$ cat src/rtl/obi_sram_pkg.sv
// obi_sram_pkg: shared types for the OBI-to-SRAM bank adapter.
// Holds the power FSM state enum, OBI bundles and wake counter width.
package obi_sram_pkg;

    localparam int WakeCntWidth = 8;

    typedef enum logic [1:0] {
        PWR_ON,
        PWR_DRAIN,
        PWR_OFF,
        PWR_WAKE
    } pwr_state_e;

    typedef struct packed {
        logic        req;
        logic        we;
        logic [3:0]  be;
        logic [31:0] addr;
        logic [31:0] wdata;
    } obi_req_t;

    typedef struct packed {
        logic        gnt;
        logic        rvalid;
        logic [31:0] rdata;
    } obi_rsp_t;

endpackage

$ cat src/rtl/obi_sram_pwr_fsm.sv
// obi_sram_pwr_fsm: bank power sequencing (ON/DRAIN/OFF/WAKE).
// Ports: clk_i, rst_ni, pwr_off_req_i, retentive_i, pending_i,
//   pwrgate_ack_ni in; gnt_allowed_o, pwr_on_o, pwrgate_no,
//   set_retentive_no out.
module obi_sram_pwr_fsm
    import obi_sram_pkg::*;
#(
    parameter int WakeCycles = 4
) (
    input  logic clk_i,
    input  logic rst_ni,
    input  logic pwr_off_req_i,
    input  logic retentive_i,
    input  logic pending_i,
    input  logic pwrgate_ack_ni,
    output logic gnt_allowed_o,
    output logic pwr_on_o,
    output logic pwrgate_no,
    output logic set_retentive_no
);

    localparam logic [WakeCntWidth-1:0] LastCnt =
        WakeCntWidth'(WakeCycles - 1);

    pwr_state_e              state_q, state_d;
    logic [WakeCntWidth-1:0] cnt_q, cnt_d;
    logic                    ret_q, ret_d;

    always_ff @(posedge clk_i or negedge rst_ni) begin
        if (!rst_ni) begin
            state_q <= PWR_WAKE;
            cnt_q   <= '0;
            ret_q   <= 1'b1;
        end else begin
            state_q <= state_d;
            cnt_q   <= cnt_d;
            ret_q   <= ret_d;
        end
    end

    always_comb begin
        state_d       = state_q;
        cnt_d         = cnt_q;
        ret_d         = ret_q;
        gnt_allowed_o = 1'b0;
        unique case (state_q)
            PWR_ON: begin
                if (pwr_off_req_i) begin
                    state_d = PWR_DRAIN;
                end else begin
                    gnt_allowed_o = 1'b1;
                end
            end
            PWR_DRAIN: begin
                if (!pending_i) begin
                    state_d = PWR_OFF;
                end
            end
            PWR_OFF: begin
                cnt_d = '0;
                if (!pwr_off_req_i) begin
                    state_d = PWR_WAKE;
                end
            end
            PWR_WAKE: begin
                // Count only while the bank reports power-good.
                if (pwr_off_req_i) begin
                    state_d = PWR_OFF;
                end else if (pwrgate_ack_ni) begin
                    if (cnt_q == LastCnt) begin
                        state_d = PWR_ON;
                        cnt_d   = '0;
                    end else begin
                        cnt_d = cnt_q + 1'b1;
                    end
                end
            end
            default: state_d = PWR_WAKE;
        endcase
        // Retention choice is latched once, on the way into OFF.
        if (state_d == PWR_OFF && state_q != PWR_OFF) begin
            ret_d = ~retentive_i;
        end
    end

    assign pwr_on_o         = (state_q == PWR_ON);
    assign pwrgate_no       = (state_q != PWR_OFF);
    assign set_retentive_no = (state_q == PWR_OFF) ? ret_q : 1'b1;

endmodule

$ cat src/rtl/obi_sram_adapter.sv
// obi_sram_adapter: OBI slave to single-port SRAM bank, with power gating.
// Ports: OBI req/gnt/addr/we/be/wdata/rvalid/rdata, power manager
//   pwr_off_req/retentive/pwr_on, and the sram_* bank interface.
module obi_sram_adapter
    import obi_sram_pkg::*;
#(
    parameter int NumWords   = 1024,
    parameter int WakeCycles = 4,
    localparam int AddrWidth = (NumWords > 1) ? $clog2(NumWords) : 1
) (
    input  logic                 clk_i,
    input  logic                 rst_ni,
    input  logic                 req_i,
    output logic                 gnt_o,
    input  logic [31:0]          addr_i,
    input  logic                 we_i,
    input  logic [3:0]           be_i,
    input  logic [31:0]          wdata_i,
    output logic                 rvalid_o,
    output logic [31:0]          rdata_o,
    input  logic                 pwr_off_req_i,
    input  logic                 retentive_i,
    output logic                 pwr_on_o,
    output logic                 sram_req_o,
    output logic                 sram_we_o,
    output logic [AddrWidth-1:0] sram_addr_o,
    output logic [31:0]          sram_wdata_o,
    output logic [3:0]           sram_be_o,
    input  logic [31:0]          sram_rdata_i,
    output logic                 sram_pwrgate_no,
    input  logic                 sram_pwrgate_ack_ni,
    output logic                 sram_set_retentive_no
);

    obi_req_t obi_req;
    obi_rsp_t obi_rsp;
    logic     gnt_allowed;
    logic     gnt;
    logic     pend_q, pend_d;
    logic     we_q, we_d;
    logic     unused_addr;

    assign obi_req = '{
        req:   req_i,
        we:    we_i,
        be:    be_i,
        addr:  addr_i,
        wdata: wdata_i
    };

    obi_sram_pwr_fsm #(
        .WakeCycles(WakeCycles)
    ) u_pwr_fsm (
        .clk_i           (clk_i),
        .rst_ni          (rst_ni),
        .pwr_off_req_i   (pwr_off_req_i),
        .retentive_i     (retentive_i),
        .pending_i       (pend_q),
        .pwrgate_ack_ni  (sram_pwrgate_ack_ni),
        .gnt_allowed_o   (gnt_allowed),
        .pwr_on_o        (pwr_on_o),
        .pwrgate_no      (sram_pwrgate_no),
        .set_retentive_no(sram_set_retentive_no)
    );

    assign gnt = obi_req.req & gnt_allowed;

    // Bank-side signals are zeroed when idle so nothing toggles the macro.
    assign sram_req_o   = gnt;
    assign sram_we_o    = gnt & obi_req.we;
    assign sram_be_o    = gnt ? obi_req.be : '0;
    assign sram_wdata_o = gnt ? obi_req.wdata : '0;
    assign sram_addr_o  = gnt ? obi_req.addr[AddrWidth+1:2] : '0;

    // Upper bits alias; byte offset is covered by be.
    assign unused_addr =
        ^{obi_req.addr[31:AddrWidth+2], obi_req.addr[1:0]};

    assign pend_d = gnt;
    assign we_d   = gnt & obi_req.we;

    always_ff @(posedge clk_i or negedge rst_ni) begin
        if (!rst_ni) begin
            pend_q <= 1'b0;
            we_q   <= 1'b0;
        end else begin
            pend_q <= pend_d;
            we_q   <= we_d;
        end
    end

    assign obi_rsp = '{
        gnt:    gnt,
        rvalid: pend_q,
        rdata:  (pend_q & ~we_q) ? sram_rdata_i : '0
    };

    assign gnt_o    = obi_rsp.gnt;
    assign rvalid_o = obi_rsp.rvalid;
    assign rdata_o  = obi_rsp.rdata;

endmodule

$ cat config.mk
export PLATFORM = sky130hd
export DESIGN_NAME = obi_sram_adapter
export DESIGN_NICKNAME = d
export VERILOG_FILES = /design/src/rtl/obi_sram_pkg.sv /design/src/rtl/obi_sram_pwr_fsm.sv /design/src/rtl/obi_sram_adapter.sv
export SDC_FILE = /design/constraint.sdc
export NUM_CORES = 1
export LEC_CHECK = 0
export CELL_PAD_IN_SITES_DETAIL_PLACEMENT = 1
export CELL_PAD_IN_SITES_GLOBAL_PLACEMENT = 2
export CORE_MARGIN = 5
export CORE_UTILIZATION = 10
export CTS_CLUSTER_SIZE = 12
export DETAILED_ROUTE_END_ITERATION = 10
export GPL_TIMING_DRIVEN = 0
export PLACE_DENSITY = 0.87
export SYNTH_ARGS = -nofsm -noshare
export SYNTH_HDL_FRONTEND = slang
export SYNTH_SLANG_ARGS = --single-unit
$ cat constraint.sdc
create_clock -name clk_i -period 2 [get_ports clk_i]
set_clock_uncertainty 0.15 [all_clocks]
set_input_delay 0.4 -clock clk_i [delete_from_list [all_inputs] [get_ports clk_i]]
set_output_delay 0.4 -clock clk_i [all_outputs]
set_load 0.005 [all_outputs]
# After elaboration in Yosys (flattened, before gate mapping)
# Index checks and enable logic that the tools add are counted.
[totals] ram_bits=0 ff_bits=13 inputBits=107 rom_bits=0 output_inout_bits=85 latch_bits=0 mem_count=0
[classes] n_bitwise=5 n_lt_le_gt_ge=0 div_mod_pow=0 eq_ne=8 shifts=0 n_reduce_logical=4 addsub=1 n_mux=18 multipliers=0
[ops] operator="2-to-1 mux 32 bit" n=2
[ops] operator="2-to-1 mux 8 bit" n=3
[ops] operator="one-hot mux 8 bit (2 select lines)" n=1
[ops] operator="2-to-1 mux 2 bit" n=6
[ops] operator="2-to-1 mux 10 bit" n=1
[ops] operator="adder 8 x 1 -> 8 bit, second input constant" n=1
[ops] operator="== test 8 x 2 -> 1 bit, second input constant" n=1
[ops] operator="one-hot mux 2 bit (4 select lines)" n=1
[ops] operator="== test 2 bit, second input constant" n=3
[ops] operator="inequality test 2 bit, second input constant" n=3
[ops] operator="2-to-1 mux 4 bit" n=1
[ops] operator="AND 1 bit" n=3
[ops] operator="2-to-1 mux 1 bit" n=3
[ops] operator="AND reduction 3 bit" n=1
[ops] operator="== test 2 x 1 -> 1 bit, second input constant" n=1
[ops] operator="logical NOT 2 bit" n=1
[ops] operator="NOT 1 bit" n=2
[ops] operator="nonzero test 2 bit" n=1
[ops] operator="logical AND 1 bit" n=1

# Logic depth before layout (Yosys ltp)
[depth] ltp_word=7 mapped_depth=5

# By module
# Synthesis repeated with hierarchy kept, for this count alone.
[hier_totals] cells_unflattened=168 area_unflattened_um2=1385.1
[modules_own_cells] module="obi_sram_adapter" cells_per_inst=99 area_per_inst_um2=750.7 instances=1 seq_area_each_um2=50.0
[modules_own_cells] module="obi_sram_pwr_fsm" cells_per_inst=69 area_per_inst_um2=634.4 instances=1 seq_area_each_um2=279.0

# Worst setup path after synthesis
# OpenSTA, ideal clock, no wires.
[synth_timing] kind="flip-flop to output port" start="register u_pwr_fsm.state_q[1]" end="output port sram_wdata_o[11]" path_stages_with_launch=5 setup_slack_ns=0.294 arrival_time_ns=1.156 t_required_ns=1.450 path_buffers=2 path_cell_list="dfstp_2 > nor4b_2 > buf_2 > buf_2 > and2_1"
[synth_between] elab_chain_len=4
[synth_rtl] item="start, declared" line_no="obi_sram_pwr_fsm.sv:25" rtl="pwr_state_e state_q, state_d;"
[synth_rtl] item="start signal, assigned" line_no="obi_sram_pwr_fsm.sv:35" rtl="state_q <= state_d;"
[synth_rtl] item="logical NOT 2 bit" line_no="obi_sram_pwr_fsm.sv:46" rtl="unique case (state_q)"
[synth_rtl] item="2-to-1 mux 1 bit" line_no="obi_sram_pwr_fsm.sv:46"
[synth_rtl] item="AND 1 bit" line_no="obi_sram_adapter.sv:66" rtl="assign gnt = obi_req.req & gnt_allowed;"
[synth_rtl] item="2-to-1 mux 32 bit" line_no="obi_sram_adapter.sv:72" rtl="assign sram_wdata_o = gnt ? obi_req.wdata : '0;"
[synth_rtl] item="end, declared" line_no="obi_sram_adapter.sv:27" rtl="output logic [31:0] sram_wdata_o,"
# No other way between the ends.

# Worst setup path in the final report
[layout_timing] start="register u_pwr_fsm.state_q[0]" end="output port sram_wdata_o[15]"
# The elaborated chain is that of the path after synthesis.

==> results.md <==
- The pin count of the biggest net entering global routing is 14.
- The total count of max-transition violations in the final report was 0.
- Of the total synthesized cell area, the portion taken by full adders, half adders and majority gates is 0.00983.
- The number of buffers inserted during clock tree synthesis is 3.
- The type of element capturing the critical path is a primary output.
- The most frequent cell on the critical path is buf_6.
- For this run, the top clock speed supported by timing is 0.457 GHz.
- Yosys attributes the largest share of cell area to and2_1 39%, dfrtp_1 20%, dfstp_2 6.2%, mux2i_1 2.4%, a22o_1 2.1%.
- Summed over all layers, the routed wires come to between 7 and 8 mm.
- The buffering stage count on the worst path with inverters included is 5.
- The largest delay contributor family on the critical path is buffers and inverters.
- The reported max-cap violation count is 0.
- The checks that failed: setup timing.
- At the placement stage, the worst setup path has a slack of -1.08 ns.
- The clock latency of the later-clocked register in the worst-skew pair is around 0.24 ns.
- The starting density of the core is 0.101.
- The worst-case headroom to the max-slew limit is 0.586.
- The share of the Yosys chip area taken by registers is 0.259.
- The share of synthesized cell area in and, or, nand and nor gates is 0.527.
- The detail route stage leaves a number of antenna-violating nets equal to 0.
- The final hold violation count is 0.
- The first-pass detailed-route iteration total is 3.
- The CTS tree is built.
- Dividing total power by cell area gives a power density of 255 mW/mm2.
- The final cell area excluding filler cells is between 0.003 and 0.004 mm2.
- The width of the die is 123 um.
- The share of cell area taken by muxes after synthesis is 0.0236.
- The number of non-filler instances in the completed layout is roughly 530.
- The clock passes through at most 2 buffers.
- The data required time of the critical path is 1.45 ns.
- The total routing resource utilization after global routing is 0.0897.
- The compound-cell area share of the yosys netlist is 0.130.
- For this design the static power due to leakage is ~1.7 nW.
- The most used routing layer is met2.
- The routing usage on met1 is 0.0975.
- The quantity of I/O buffers inserted on ports is around 170.
- For this run, the number of Yosys warnings is 0.
- The worst flop-to-flop path startpoint is u_pwr_fsm.state_q[1]$_DFF_PN1_.
- The placed instances occupy a cell area of approximately 0.0032 mm2.
- The worst setup path is launched from a register.
- The final weighted congestion in routability-driven placement is roughly 0.75.
- The net count of the finished layout is around 470.
- The number of placed I/O pins is ~190.
- The number of levels the H-tree was split into is 1.
- The synthesis-to-layout area growth is 195%.
- The xor/xnor share of the synthesized area is 0.
- The root buffer selected by CTS is clkbuf_16.
- The number of setup violations in the final report is 43.
- The number of antenna diodes in the final layout is 0.
- For the pin with the worst max-slew slack, the measured transition is 0.620 ns.
- The routed length per instance is around 14 um.
- The critical-path maximum fanout is 6.
- At the worst endpoint, the arrival time is around 1.6 ns.
- The run finished, with violations left.
- The die is 123 um tall.
- The synthesized instance count is 160.
- The dominant cell type by area after synthesis is and2_1.
- The sum of net half-perimeters after detailed placement is about 5.8 mm.
- The post-route minimum period is approximately 2.2 ns.
- Setup slack on the worst reg-to-reg path comes out at ~0.07 ns.
- The least setup slack across all paths after layout is -0.188 ns.
- The number of library cell types mapped by synthesis is 33.
- The number of antenna violations at the first check in global routing is 0.
- The first global-routing pass estimated about 11 mm of wire.
- The design draws around 0.96 mW.
- The area share of the leading cell type in the synthesized netlist is 0.388.
- The die area is ~0.015 mm2.
- The slowest cell on the critical path is dfstp_2.
- For this run, global-route usage on met3 was measured as 0.0235.
- The core region is between 0.01 and 0.015 mm2.
- Setup repair after global routing could not meet its margin everywhere.
- The number of placed cells counting well taps is about 500.
- The fraction of layout cells with a size suffix above 1 is 0.494.
- The overall overflow remaining after global route is 0.
- The number of standard-cell rows in the floorplan is between 40 and 50.
- Walking the worst path, the cells encountered are nor4b_4, buf_6, buf_6, buf_6, buf_6, and2_4, buf_6.
- The critical path starts at u_pwr_fsm.state_q[0]$_DFF_PN1_.
- In the finished design, the share of the clock period the worst path needs comes to 1.09.
- The worst setup path is of the register to primary output kind.
- Measured in cells, the most critical reg-to-reg path has a length of 6.
- The count of routing violations after the opening detailed-route iteration is between 40 and 50.
- The termination of the worst setup path is sram_wdata_o[15].
- The number of nets in the synthesized netlist is ~270.
- In this design, the stage delay of the slowest critical-path cell is between 0.3 and 0.4 ns.
- The via count of the first global-routing pass is ~2100.
- By area, the combinational part of the netlist is dominated by simple AND/OR/NAND/NOR gates.
- Counting every sink on the clock net gives 13.
- The count of hold-fix buffers inserted at cts is 0.
- The detailed-route vias per instance is 3.60.
- The global routing usage on met2 is 0.170.
- The peak ir drop on the vdd network is 0.220 mV.
- The final route contains 1920 vias.
- In this run the mean area of a mapped cell was slightly below 8 um2.
- The total DRC errors in the routed layout is 0.
- The path class of the tightest hold or removal check is register to register.
- The endpoint of the most critical register-to-register path is u_pwr_fsm.cnt_q[7]$_DFFE_PN0P_.
- Counting flops and latches in the post-synthesis netlist gives 13.
- The instance count on the critical path is 7.
- Summing every instance area after synthesis gives 0.00127 mm2.
- The clock input transition at the sequential cells of the worst setup and hold paths is around 0.04 ns.
==> registers in the layout, summed over array words and instances (netlist names) <==
signal and cells:
u_pwr_fsm.state_q 2, we_q 1, u_pwr_fsm.cnt_q 8, u_pwr_fsm.ret_q 1, rvalid_o 1
==> layout make-up <==
class | instances | area [um2]
Buffer | 9 | 115
Multi-Input combinational cell | 133 | 1030
Clock inverter | 1 | 5.00
Timing Repair Buffer | 200 | 1980
Sequential cell | 13 | 329
Tap cell | 172 | 215
Inverter | 3 | 11.3
Clock buffer | 3 | 75.1
Fill cell | 1471 | 8810
==> worst register-to-register path: cells and delay by family (launching register included) <==
family	cells	cell delay, ns
AOI/OAI and AO/OA	3	0.72
DFF	1	0.57
and+or+nand+nor	1	0.10
buffers and inverters	2	0.32
==> through the flow <==
step | util | hold WS (ns) | TNS [ns]
4_1_cts | 0.286 | 0.350 | -3.93
6_report | 0.299 | 0.344 | -5.27
3_3_place_gp | 0.253 | 0.326 | -55.75
5_1_grt | 0.299 | 0.369 | -9.02
3_5_place_dp | 0.253 | 0.344 | -59.49
2_1_floorplan | - | -0.0456 | 0
==> layer usage <==
layer,vias to the layer above,share of wire
met5,-,0
met4,0,0.0097
met3,5,0.093
met2,95,0.54
met1,895,0.35
li1,925,-
==> cells by family (layout without fill, tap and decap cells) <==
group | Yosys count | after routing
AO/OA/AOI/OAI | 23 | 23
multiplexers | 3 | 3
AND/OR/NAND/NOR | 106 | 106
flip-flops | 13 | 13
buffers and inverters | 14 | 216
adder cells (fa/ha/maj) | 1 | 1
==> synthesized netlist by cell type <==
cell type  count
a21oi_2        1
a22o_1         3
dfstp_2        3
a21o_1         1
clkbuf_1       5
nand4_1        1
a21oi_1        4
nand2_1        5
a31oi_1        2
a21bo_1        1
nand3_1        3
nor3_4         1
ha_1           1
buf_2          4
nor4b_2        1
nor2b_1        1
o21ai_0        2
a211oi_4       1
buf_4          2
and2_1        79
nor3_1         2
inv_1          3
nand2b_2       1
mux2i_1        3
a41oi_1        2
nand2_2        1
o21ai_1        5
nor2_1         5
a21boi_1       1
dfrtp_1       10
and3_1         3
nand2b_1       2
nor4b_4        1
==> cells in the final DEF, fill, tap and decap left out, types with 8 or more instances in the layout <==
master | netlist | routed
and2_4 | 0 | 51
clkdlybuf4s15_1 | 0 | 10
clkdlybuf4s50_1 | 0 | 83
buf_4 | 2 | 13
dfrtp_1 | 10 | 10
buf_6 | 0 | 66
clkbuf_2 | 0 | 8
and2_1 | 79 | 28
buf_2 | 4 | 13
==> where the power goes <==
group	total [mW]	internal, mW	leakage [nW]	switching (mW)
combinational	0.274	0.191	1.54	0.0831
clock	0.382	0.266	0.0409	0.116
sequential	0.302	0.286	0.170	0.0155
total	0.958	0.743	1.75	0.214
==> worst min path at each step <==
stage,start,end,slack [ns],depth (start not counted)
floorplan,rst_ni,rvalid_o$_DFF_PN0_,-0.05,0
global placement,u_pwr_fsm.cnt_q[0]$_DFFE_PN0P_,u_pwr_fsm.cnt_q[0]$_DFFE_PN0P_,0.33,1
detailed placement,u_pwr_fsm.cnt_q[0]$_DFFE_PN0P_,u_pwr_fsm.cnt_q[0]$_DFFE_PN0P_,0.34,1
CTS,u_pwr_fsm.cnt_q[0]$_DFFE_PN0P_,u_pwr_fsm.cnt_q[0]$_DFFE_PN0P_,0.35,1
global route,u_pwr_fsm.ret_q$_DFFE_PN1P_,u_pwr_fsm.ret_q$_DFFE_PN1P_,0.37,2
finish,u_pwr_fsm.ret_q$_DFFE_PN1P_,u_pwr_fsm.ret_q$_DFFE_PN1P_,0.34,2
==> repair_timing <==
action / 4_1_cts / 5_1_grt
pin swaps: 39 / 11
cloned: 7 / 0
setup buffers: 21 / 8
resized for setup: 385 / 69
endpoints found under the setup margin: 84 / 76
Power figures use the tool's default switching activity.
